$ cat config.mk
export PLATFORM = sky130hd
export DESIGN_NAME = spatz_strbreq_rmw_unit
export DESIGN_NICKNAME = d
export VERILOG_FILES = /design/src/rtl/spatz_strbreq_rmw_unit.sv
export SDC_FILE = /design/constraint.sdc
export NUM_CORES = 1
export LEC_CHECK = 0
export CORE_MARGIN = 5
export CORE_UTILIZATION = 45
export CTS_CLUSTER_DIAMETER = 80
export CTS_CLUSTER_SIZE = 14
export DETAILED_ROUTE_END_ITERATION = 8
export HOLD_SLACK_MARGIN = 0.1
export PLACE_DENSITY = 0.8
export SLEW_MARGIN = 25
export SYNTH_ARGS = -nofsm -noshare
export SYNTH_HDL_FRONTEND = slang
export SYNTH_SLANG_ARGS = --single-unit
$ cat constraint.sdc
create_clock -name clk_i -period 6.8 [get_ports clk_i]
set_input_delay 1.36 -clock clk_i [delete_from_list [all_inputs] [get_ports clk_i]]
set_output_delay 1.36 -clock clk_i [all_outputs]
set_load 0.05 [all_outputs]
$ cat src/rtl/spatz_strbreq_rmw_unit.sv
// Strobe-completion unit: passes full-strobe traffic through and turns partial
// writes into drain / read / merge / full-strobe write sequences.
module spatz_strbreq_rmw_unit #(
  parameter int unsigned DataWidth      = 32,
  parameter int unsigned AddrWidth      = 32,
  parameter int unsigned UserWidth      = 8,
  parameter int unsigned MaxOutstanding = 16
) (
  input  logic                   clk_i,
  input  logic                   rst_i,
  input  logic                   in_q_valid_i,
  output logic                   in_q_ready_o,
  input  logic [AddrWidth-1:0]   in_q_addr_i,
  input  logic                   in_q_write_i,
  input  logic [DataWidth/8-1:0] in_q_strb_i,
  input  logic [DataWidth-1:0]   in_q_data_i,
  input  logic [UserWidth-1:0]   in_q_user_i,
  output logic                   in_p_valid_o,
  input  logic                   in_p_ready_i,
  output logic [DataWidth-1:0]   in_p_data_o,
  output logic                   in_p_write_o,
  output logic [UserWidth-1:0]   in_p_user_o,
  output logic                   out_q_valid_o,
  input  logic                   out_q_ready_i,
  output logic [AddrWidth-1:0]   out_q_addr_o,
  output logic                   out_q_write_o,
  output logic [DataWidth/8-1:0] out_q_strb_o,
  output logic [DataWidth-1:0]   out_q_data_o,
  output logic [UserWidth-1:0]   out_q_user_o,
  input  logic                   out_p_valid_i,
  output logic                   out_p_ready_o,
  input  logic [DataWidth-1:0]   out_p_data_i,
  input  logic                   out_p_write_i,
  input  logic [UserWidth-1:0]   out_p_user_i
);

  localparam int unsigned StrbWidth = DataWidth / 8;
  localparam int unsigned CntWidth  = $clog2(MaxOutstanding + 1);

  typedef enum logic [2:0] {IDLE, DRAIN, RD_REQ, RD_WAIT, WR_REQ} state_e;

  state_e                 r_state, w_state_n;
  logic [CntWidth-1:0]    r_cnt;
  logic [AddrWidth-1:0]   r_addr;
  logic [StrbWidth-1:0]   r_strb;
  logic [DataWidth-1:0]   r_data;
  logic [UserWidth-1:0]   r_user;
  logic [DataWidth-1:0]   r_merged;
  logic [DataWidth-1:0]   w_merged;
  logic                   w_partial, w_room, w_cap, w_merge_en, w_inc, w_dec;

  assign w_partial = in_q_valid_i & in_q_write_i & (in_q_strb_i != '1);
  assign w_room    = r_cnt < CntWidth'(MaxOutstanding);

  // Strobed bytes come from the captured write, the rest from the cache read.
  always_comb begin
    w_merged = '0;
    for (int i = 0; i < int'(StrbWidth); i++) begin
      w_merged[i*8 +: 8] = r_strb[i] ? r_data[i*8 +: 8] : out_p_data_i[i*8 +: 8];
    end
  end

  always_comb begin
    w_state_n     = r_state;
    w_cap         = 1'b0;
    w_merge_en    = 1'b0;
    in_q_ready_o  = 1'b0;
    out_q_valid_o = 1'b0;
    out_q_addr_o  = in_q_addr_i;
    out_q_write_o = in_q_write_i;
    out_q_strb_o  = in_q_strb_i;
    out_q_data_o  = in_q_data_i;
    out_q_user_o  = in_q_user_i;
    in_p_valid_o  = out_p_valid_i;
    in_p_data_o   = out_p_data_i;
    in_p_write_o  = out_p_write_i;
    in_p_user_o   = out_p_user_i;
    out_p_ready_o = in_p_ready_i;
    case (r_state)
      IDLE: begin
        if (w_partial) begin
          in_q_ready_o = 1'b1;
          w_cap        = 1'b1;
          w_state_n    = DRAIN;
        end else begin
          out_q_valid_o = in_q_valid_i & w_room;
          in_q_ready_o  = out_q_ready_i & w_room;
        end
      end
      DRAIN: begin
        if (r_cnt == '0) w_state_n = RD_REQ;
      end
      RD_REQ: begin
        out_q_valid_o = 1'b1;
        out_q_addr_o  = r_addr;
        out_q_write_o = 1'b0;
        out_q_strb_o  = '1;
        out_q_data_o  = r_data;
        out_q_user_o  = r_user;
        if (out_q_ready_i) w_state_n = RD_WAIT;
      end
      RD_WAIT: begin
        out_p_ready_o = 1'b1;
        in_p_valid_o  = 1'b0;
        if (out_p_valid_i) begin
          w_merge_en = 1'b1;
          w_state_n  = WR_REQ;
        end
      end
      WR_REQ: begin
        out_q_valid_o = 1'b1;
        out_q_addr_o  = r_addr;
        out_q_write_o = 1'b1;
        out_q_strb_o  = '1;
        out_q_data_o  = r_merged;
        out_q_user_o  = r_user;
        if (out_q_ready_i) w_state_n = IDLE;
      end
      default: w_state_n = IDLE;
    endcase
    // Nothing handshakes while reset is held, including a late cache response.
    if (rst_i) begin
      in_q_ready_o  = 1'b0;
      out_q_valid_o = 1'b0;
      in_p_valid_o  = 1'b0;
    end
  end

  // The RMW read is absorbed internally, so it never counts as outstanding.
  assign w_inc = out_q_valid_o & out_q_ready_i & (r_state != RD_REQ);
  assign w_dec = in_p_valid_o & in_p_ready_i;

  always_ff @(posedge clk_i or posedge rst_i) begin
    if (rst_i) begin
      r_state  <= IDLE;
      r_cnt    <= '0;
      r_addr   <= '0;
      r_strb   <= '0;
      r_data   <= '0;
      r_user   <= '0;
      r_merged <= '0;
    end else begin
      r_state <= w_state_n;
      case ({w_inc, w_dec})
        2'b10:   r_cnt <= r_cnt + CntWidth'(1);
        2'b01:   r_cnt <= r_cnt - CntWidth'(1);
        default: r_cnt <= r_cnt;
      endcase
      if (w_cap) begin
        r_addr <= in_q_addr_i;
        r_strb <= in_q_strb_i;
        r_data <= in_q_data_i;
        r_user <= in_q_user_i;
      end
      if (w_merge_en) r_merged <= w_merged;
    end
  end

endmodule

==> qor.log, run 1 <==
[cts] H-Tree Depth 4
[synthesis] cell area after technology mapping 6890 um^2
[global_route] overflow left after global routing 0
[sta] setup clock skew after layout 7.100 ps
[setup_path] class of the most critical setup path flop to output pin
[setup_path] first element of the critical path r_state[2]$_DFFE_PP0P_
[power] leakage power figure 4.035 nW
[sta] Final Max Tran Viols 0
[cts] post-CTS setup repair buffer count 0
[setup_path] Crit path required time 5440 ps
[floorplan] starting density of the core 45.66%
[synthesis] count of flip-flops with a built-in enable after synthesis 0
[global_route] initial antenna violation count 0
[sta] Slew @ Worst Pin 924.3 ps
[cts] Max clock buf depth 2
[drt] routed wire length per instance 20.01 um
[synthesis] part of the Yosys area used for sequential elements 42.13%
[floorplan] Std-Cell Rows 45
[cts] cell chosen for the clock root clkbuf_16
[setup_path] depth of the worst register-to-register path 11
[place] DPL Wire Length 13,730 um
[drt] residual antenna-violating net count after detailed routing 0
[drt] detailed route wirelength on metal3 1574 um
[cells_and_area] area occupied by registers 2904 um^2
[drt] vias 5,576
[power] Worst IR Drop VDD 0.2622 mV
[synthesis] FF+latch count, synth 116
[drt] DRC viols 0
[floorplan] Floorplan Core Area 15,090 um^2
[cts] worst-skew pair later-pin latency 410 ps
[flow_run] maxcap violations 0
[sta] final critical delay including setup and external delays 5183 ps
[drt] highest metal layer used by the detailed router met4
[sta] unrepaired setup endpoints after global routing no
[setup_path] highest net fanout along the worst path 34
[cells_and_area] final antenna diode count 0
[cts] TritonCTS clock tree done
[sta] worst slew margin relative to its limit 38.38%
[drt] wire length on met2 9609 um
[floorplan] Die W 133.7 um
[floorplan] Die Outline Area 17,890 um^2
[setup_path] sort of element at the start of the critical path flop
[place] count of input and output buffers 227
[run_status] run status complete, no violations
[global_route] via count of the first global-routing pass 5,894
[synthesis] mean cell area of the mapped netlist 11.15 um^2
[drt] routed wire length 19,610 um
[sta] Final setup violation count 0
[place] Setup WS pre-CTS 1749 ps
[synthesis] Synthesized Nets 747
[power] power density of the placed cells 487.7 nW/um^2
[global_route] global-route usage over all layers 21.93%
[worst_hold_path] hold_sp r_merged[0]$_DFFE_PP0P_
[synthesis] post-synthesis cell count 618
[drt] DR vias/cell 5.690
[setup_path] worst flop-to-flop path endpoint r_cnt[4]$_DFFE_PP0P_
[cts] clock transition at the registers of the reported paths 50 ps
[setup_path] Worst Setup End Kind output pin
[drt] wire length the detailed router placed on met1 8139 um
[synthesis] most frequent cells after synthesis dfrtp_1, o22ai_1, buf_4
[floorplan] die extent in y 133.7 um
[sta] setup TNS 0 ps
[sta] crit path setup slack, layout 1617 ps
[cells_and_area] NumNets Final 909
[synthesis] number of distinct library cells after synthesis 46
[synthesis] leading register cell type out of synthesis dfrtp_1
[synthesis] most repeated cell in the gate-level netlist after synthesis dfrtp_1
[drt] first drt pass iteration count 5
[sta] hold violation count in the final report 0
[cells_and_area] final-layout fill cell count 1,200
[setup_path] RR Startpoint r_state[2]$_DFFE_PP0P_
[setup_path] end point of the critical path out_q_data_o[12]
[global_route] global-route wire length before repair 31,400 um
[cts] CTS buffer count 17
[drt] Initial DRC Count 322
[cts] cts-stage hold buffer count 0
[synthesis] largest cells by area after synthesis dfrtp_1, mux2_4, mux2_2
[setup_path] register-to-register path setup slack 2810 ps
[cells_and_area] Area growth syn-to-layout 37.17%
[cts] # resized after CTS 0
[worst_hold_path] class of the tightest hold or removal check flop to flop
[floorplan] number of I/O pins 246
[cells_and_area] combined area of the multi-input logic cells 3377 um^2
[synthesis] cell type with the largest total area after synthesis dfrtp_1
[setup_path] arrival time of data at the critical path endpoint 3820 ps
[cells_and_area] layout cell share with drive strength beyond 1 16.92%
[cells_and_area] final core utilization 62.64%
[place] gpl congestion 0.8777
[synthesis] count of synthesis-stage warnings from yosys 0
[cts] number of clock sinks seen by CTS 116
[synthesis] share of Yosys cell area claimed by the top area cell type 42.13%
[sta] maximum frequency from static timing analysis 0.1929 GHz
[global_route] largest net degree at the start of global routing 75
[synthesis] Async SR Flop Fraction 100.0%
[sta] post-route fraction of the period consumed by the critical path 76.22%
## stage by stage
stage	cells	hold WS, ps	cell area (um^2)	power (mW)
floorplan	618	450.7	6890	3.061
global placement	949	463.3	8874	3.666
detailed placement	949	472.0	8874	3.737
CTS	980	483.8	9452	4.636
global route	980	511.4	9452	4.848
finish	980	482.3	9452	4.609
## placed cells by master, fill, tap and decap left out, types with 3 or more instances in the layout
| cell | count |
|---|---|
| clkbuf_16 | 17 |
| mux2i_1 | 33 |
| mux2_1 | 35 |
| clkinv_2 | 4 |
| dfrtp_1 | 115 |
| a21oi_1 | 35 |
| or2_2 | 6 |
| mux2_4 | 40 |
| o21ai_0 | 36 |
| o211ai_1 | 3 |
| clkbuf_8 | 3 |
| o22ai_1 | 65 |
| mux2_2 | 41 |
| nor2_1 | 4 |
| clkdlybuf4s50_1 | 227 |
| buf_4 | 7 |
| ha_1 | 4 |
| nand2_1 | 38 |
| inv_1 | 5 |
| o22a_1 | 32 |
## cells by family after synthesis
| logic type | after synthesis | share of synthesized area, % |
|---|---|---|
| AO/OA/AOI/OAI | 179 | 16.52 |
| XOR/XNOR | 4 | 0.6175 |
| adder cells (fa/ha/maj) | 5 | 1.017 |
| buffers and inverters | 99 | 9.007 |
| flip-flops | 116 | 42.13 |
| multiplexers | 149 | 25.93 |
| AND/OR/NAND/NOR | 66 | 4.776 |
## registers in the layout, indices dropped and copies added (netlist names)
signal,flops
r_strb,4
r_user,8
r_addr,32
r_cnt,5
r_state,3
r_merged,32
r_data,32
## per-layer routing
metal | track usage [%] | vias to the layer above
li1 | - | 2582
met3 | 6.986 | 28
met1 | 26.97 | 2707
met2 | 36.66 | 259
met4 | 7.086 | 0
met5 | 0 | -
## layout make-up
| type | instances | area share [%] |
|---|---|---|
| clock inverters | 9 | 1.099 |
| repair buffers | 234 | 24.60 |
| inverters | 8 | 0.3442 |
| clock buffers | 22 | 5.017 |
| well taps | 188 | 2.489 |
| multi-input cells | 403 | 35.73 |
| flip-flops and latches | 116 | 30.73 |
## how the worst min path moves through the flow
stage | endpoint | slack (ps) | cells after the start
after floorplan | r_merged[0]$_DFFE_PP0P_ | 450 | 2
after global placement | r_merged[11]$_DFFE_PP0P_ | 460 | 2
after detailed placement | r_merged[9]$_DFFE_PP0P_ | 470 | 2
after CTS | r_merged[9]$_DFFE_PP0P_ | 480 | 2
after global routing | r_merged[23]$_DFFE_PP0P_ | 510 | 2
final | r_merged[0]$_DFFE_PP0P_ | 480 | 2
## power breakdown
part / switching [mW] / internal, mW
combinational: 1.38 / 1.03
clock: 0.311 / 0.564
sequential: 0.296 / 1.03
total: 1.99 / 2.62
## worst max-delay path, cell delays in order (launching register included)
cell	delay [ps]
dfrtp_1	950
inv_2	500
nand2_1	410
buf_4	370
o22ai_1	150
a21oi_1	180
clkdlybuf4s50_1	820
Power figures use the tool's default switching activity.
==> run 2: changes to the inputs <==
- CORE_UTILIZATION: 45 -> 41
- PLACE_DENSITY: 0.8 -> 0.77
- clock period: 6.8 -> 4.6 ns (I/O delays scaled with it)
==> run 2 against run 1 <==
  * Clock skew decreased by 0.98 ps
  * Die area up 9.0%
  * Sequential share of layout area is 1.4 points lower
  * Non-clock buffer count up 2
  * Flip-flop and latch count is the same
  * Combinational power up 65%
  * Hold slack lost 4.5 ps
  * Largest cell class unchanged
==> qor.log, run 2 (synthesis gave the netlist of run 1 again) <==
[run_status] run status complete, no violations
[power] Worst IR Drop VDD 0.3878 mV
[place] DPL Wire Length 13,260 um
[setup_path] library cell contributing the largest single delay on the critical path clkdlybuf4s50_1
[setup_path] highest net fanout along the worst path 45
[cts] TritonCTS clock tree done
[sta] Final Max Tran Viols 0
[flow_run] maxcap violations 0
[drt] DR vias/cell 5.415
[sta] setup clock skew after layout 6.125 ps
[worst_hold_path] class of the tightest hold or removal check flop to flop
[cells_and_area] area of all placed cells without fillers 9913 um^2
[setup_path] arrival time of data at the critical path endpoint 2960 ps
[sta] maximum frequency from static timing analysis 0.2578 GHz
[cts] clock transition at the registers of the reported paths 50 ps
[drt] routed wire length per instance 19.21 um
[setup_path] critical path buffer and inverter count 1
[power] power density of the placed cells 731.4 nW/um^2
[cells_and_area] final core utilization 59.99%
[drt] wire length the detailed router placed on met1 8563 um
[sta] post-route fraction of the period consumed by the critical path 84.33%
[cells_and_area] combined area of the multi-input logic cells 3406 um^2
[sta] unrepaired setup endpoints after global routing no
[setup_path] ordered cell list for the critical path xnor2_2 > nor2_8 > mux2_2 > clkdlybuf4s50_1
[setup_path] Crit path required time 3680 ps
[power] leakage power figure 4.243 nW
[cts] worst-skew pair later-pin latency 400 ps
[cells_and_area] top library cells by usage in the layout, fill and taps aside clkdlybuf4s50_1, dfrtp_1, o22ai_1
[drt] wire length on met2 9047 um
[setup_path] class of the most critical setup path flop to output pin
[cts] CTS buffer count 17
[floorplan] Die W 139.6 um
[drt] DRC viols 0
[setup_path] crit-path max cell delay 700 ps
[place] count of input and output buffers 227
[floorplan] number of I/O pins 246
[power] Design Power 7.251 mW
[drt] vias 5,496
[drt] detailed route wirelength on metal3 1596 um
[cells_and_area] largest registers in the final layout r_addr: 32 flops, r_data: 32 flops, r_merged: 32 flops
[cts] cts-stage hold buffer count 0
[cts] H-Tree Depth 4
[global_route] global-route usage over all layers 19.67%
[cells_and_area] area occupied by registers 2905 um^2
[setup_path] sort of element at the start of the critical path flop
[cts] # resized after CTS 0
[cells_and_area] Area growth syn-to-layout 43.87%
[sta] final critical delay including setup and external delays 3879 ps
[cells_and_area] final antenna diode count 0
[cells_and_area] layout cell share with drive strength beyond 1 22.39%
[place] total placed instance area 9305 um^2
[global_route] initial antenna violation count 0
[sta] Slew @ Worst Pin 786.7 ps
[global_route] global-route wire length before repair 31,210 um
[cts] post-CTS setup repair buffer count 0
[sta] worst slew margin relative to its limit 47.55%
[drt] residual antenna-violating net count after detailed routing 0
[sta] hold violation count in the final report 0
[cts] number of clock sinks seen by CTS 116
[drt] routed wire length 19,500 um
[global_route] overflow left after global routing 0
[setup_path] crit-path leading delay family buffers and inverters
[cells_and_area] NumNets Final 911
[cells_and_area] final-layout fill cell count 1,390
[place] gpl congestion 0.8095
[drt] first drt pass iteration count 4
[global_route] largest net degree at the start of global routing 77
[sta] crit path setup slack, layout 720.6 ps
[floorplan] starting density of the core 41.70%
[drt] highest metal layer used by the detailed router met4
[floorplan] Floorplan Core Area 16,520 um^2
[floorplan] Die Outline Area 19,500 um^2
[drt] Initial DRC Count 190
[place] Setup WS pre-CTS 1088 ps
[floorplan] Std-Cell Rows 47
[setup_path] Worst Setup End Kind output pin
[cts] Max clock buf depth 2
[global_route] via count of the first global-routing pass 5,820
[sta] Final setup violation count 0
[cells_and_area] most common cell after layout, fill and taps aside clkdlybuf4s50_1
[cts] cell chosen for the clock root clkbuf_16
[floorplan] die extent in y 139.6 um
[sta] Post-Route Hold Slack 477.8 ps
-- run 2: layout make-up --
cell class | instances | area share (%)
Clock buffer | 24 | 5.061
Clock inverter | 8 | 0.9845
Inverter | 8 | 0.3408
Multi-Input combinational cell | 403 | 34.36
Sequential cell | 116 | 29.31
Tap cell | 220 | 2.777
Timing Repair Buffer | 236 | 27.17
-- run 2: where the power goes --
| group | switching, mW | internal (mW) |
|---|---|---|
| Clock | 0.457 | 0.866 |
| Combinational | 2.14 | 1.83 |
| Sequential | 0.430 | 1.52 |
| Total | 3.03 | 4.22 |
-- run 2: final timing paths --
kind                            slack [ps]                    start  cells after the start                       to
worst max-delay path                   720   r_state[2]$_DFFE_PP0P_                      4          out_q_user_o[2]
worst max register to register        1480   r_state[2]$_DFFE_PP0P_                      9     r_cnt[4]$_DFFE_PP0P_
worst min register to register         480  r_merged[6]$_DFFE_PP0P_                      2  r_merged[6]$_DFFE_PP0P_
min in group asynchronous              830                    rst_i                      2    r_addr[5]$_DFFE_PP0P_
max in group asynchronous             2820                    rst_i                      3    r_data[3]$_DFFE_PP0P_
worst min-delay path                   480  r_merged[6]$_DFFE_PP0P_                      2  r_merged[6]$_DFFE_PP0P_
-- run 2: worst reg2reg max path, delay by kind of cell, from the launching register on --
kind / cells / cell delay, ps
DFF: 1 / 640
AOI/OAI and AO/OA: 4 / 740
adders and majority gates: 2 / 520
xor gates and xnor gates: 1 / 180
and+or+nand+nor: 2 / 920
-- run 2: stage by stage --
| stage | instances | setup TNS [ps] |
|---|---|---|
| floorplan | 618 | -227.9 |
| global placement | 983 | 0 |
| detailed placement | 983 | 0 |
| CTS | 1015 | 0 |
| global route | 1015 | 0 |
| finish | 1015 | 0 |
-- run 2: routing by layer --
| metal | track usage, % | up-vias |
|---|---|---|
| met1 | 25.15 | 2682 |
| met3 | 7.376 | 22 |
| li1 | - | 2582 |
| met2 | 31.30 | 210 |
| met5 | 0 | - |
| met4 | 5.813 | 0 |
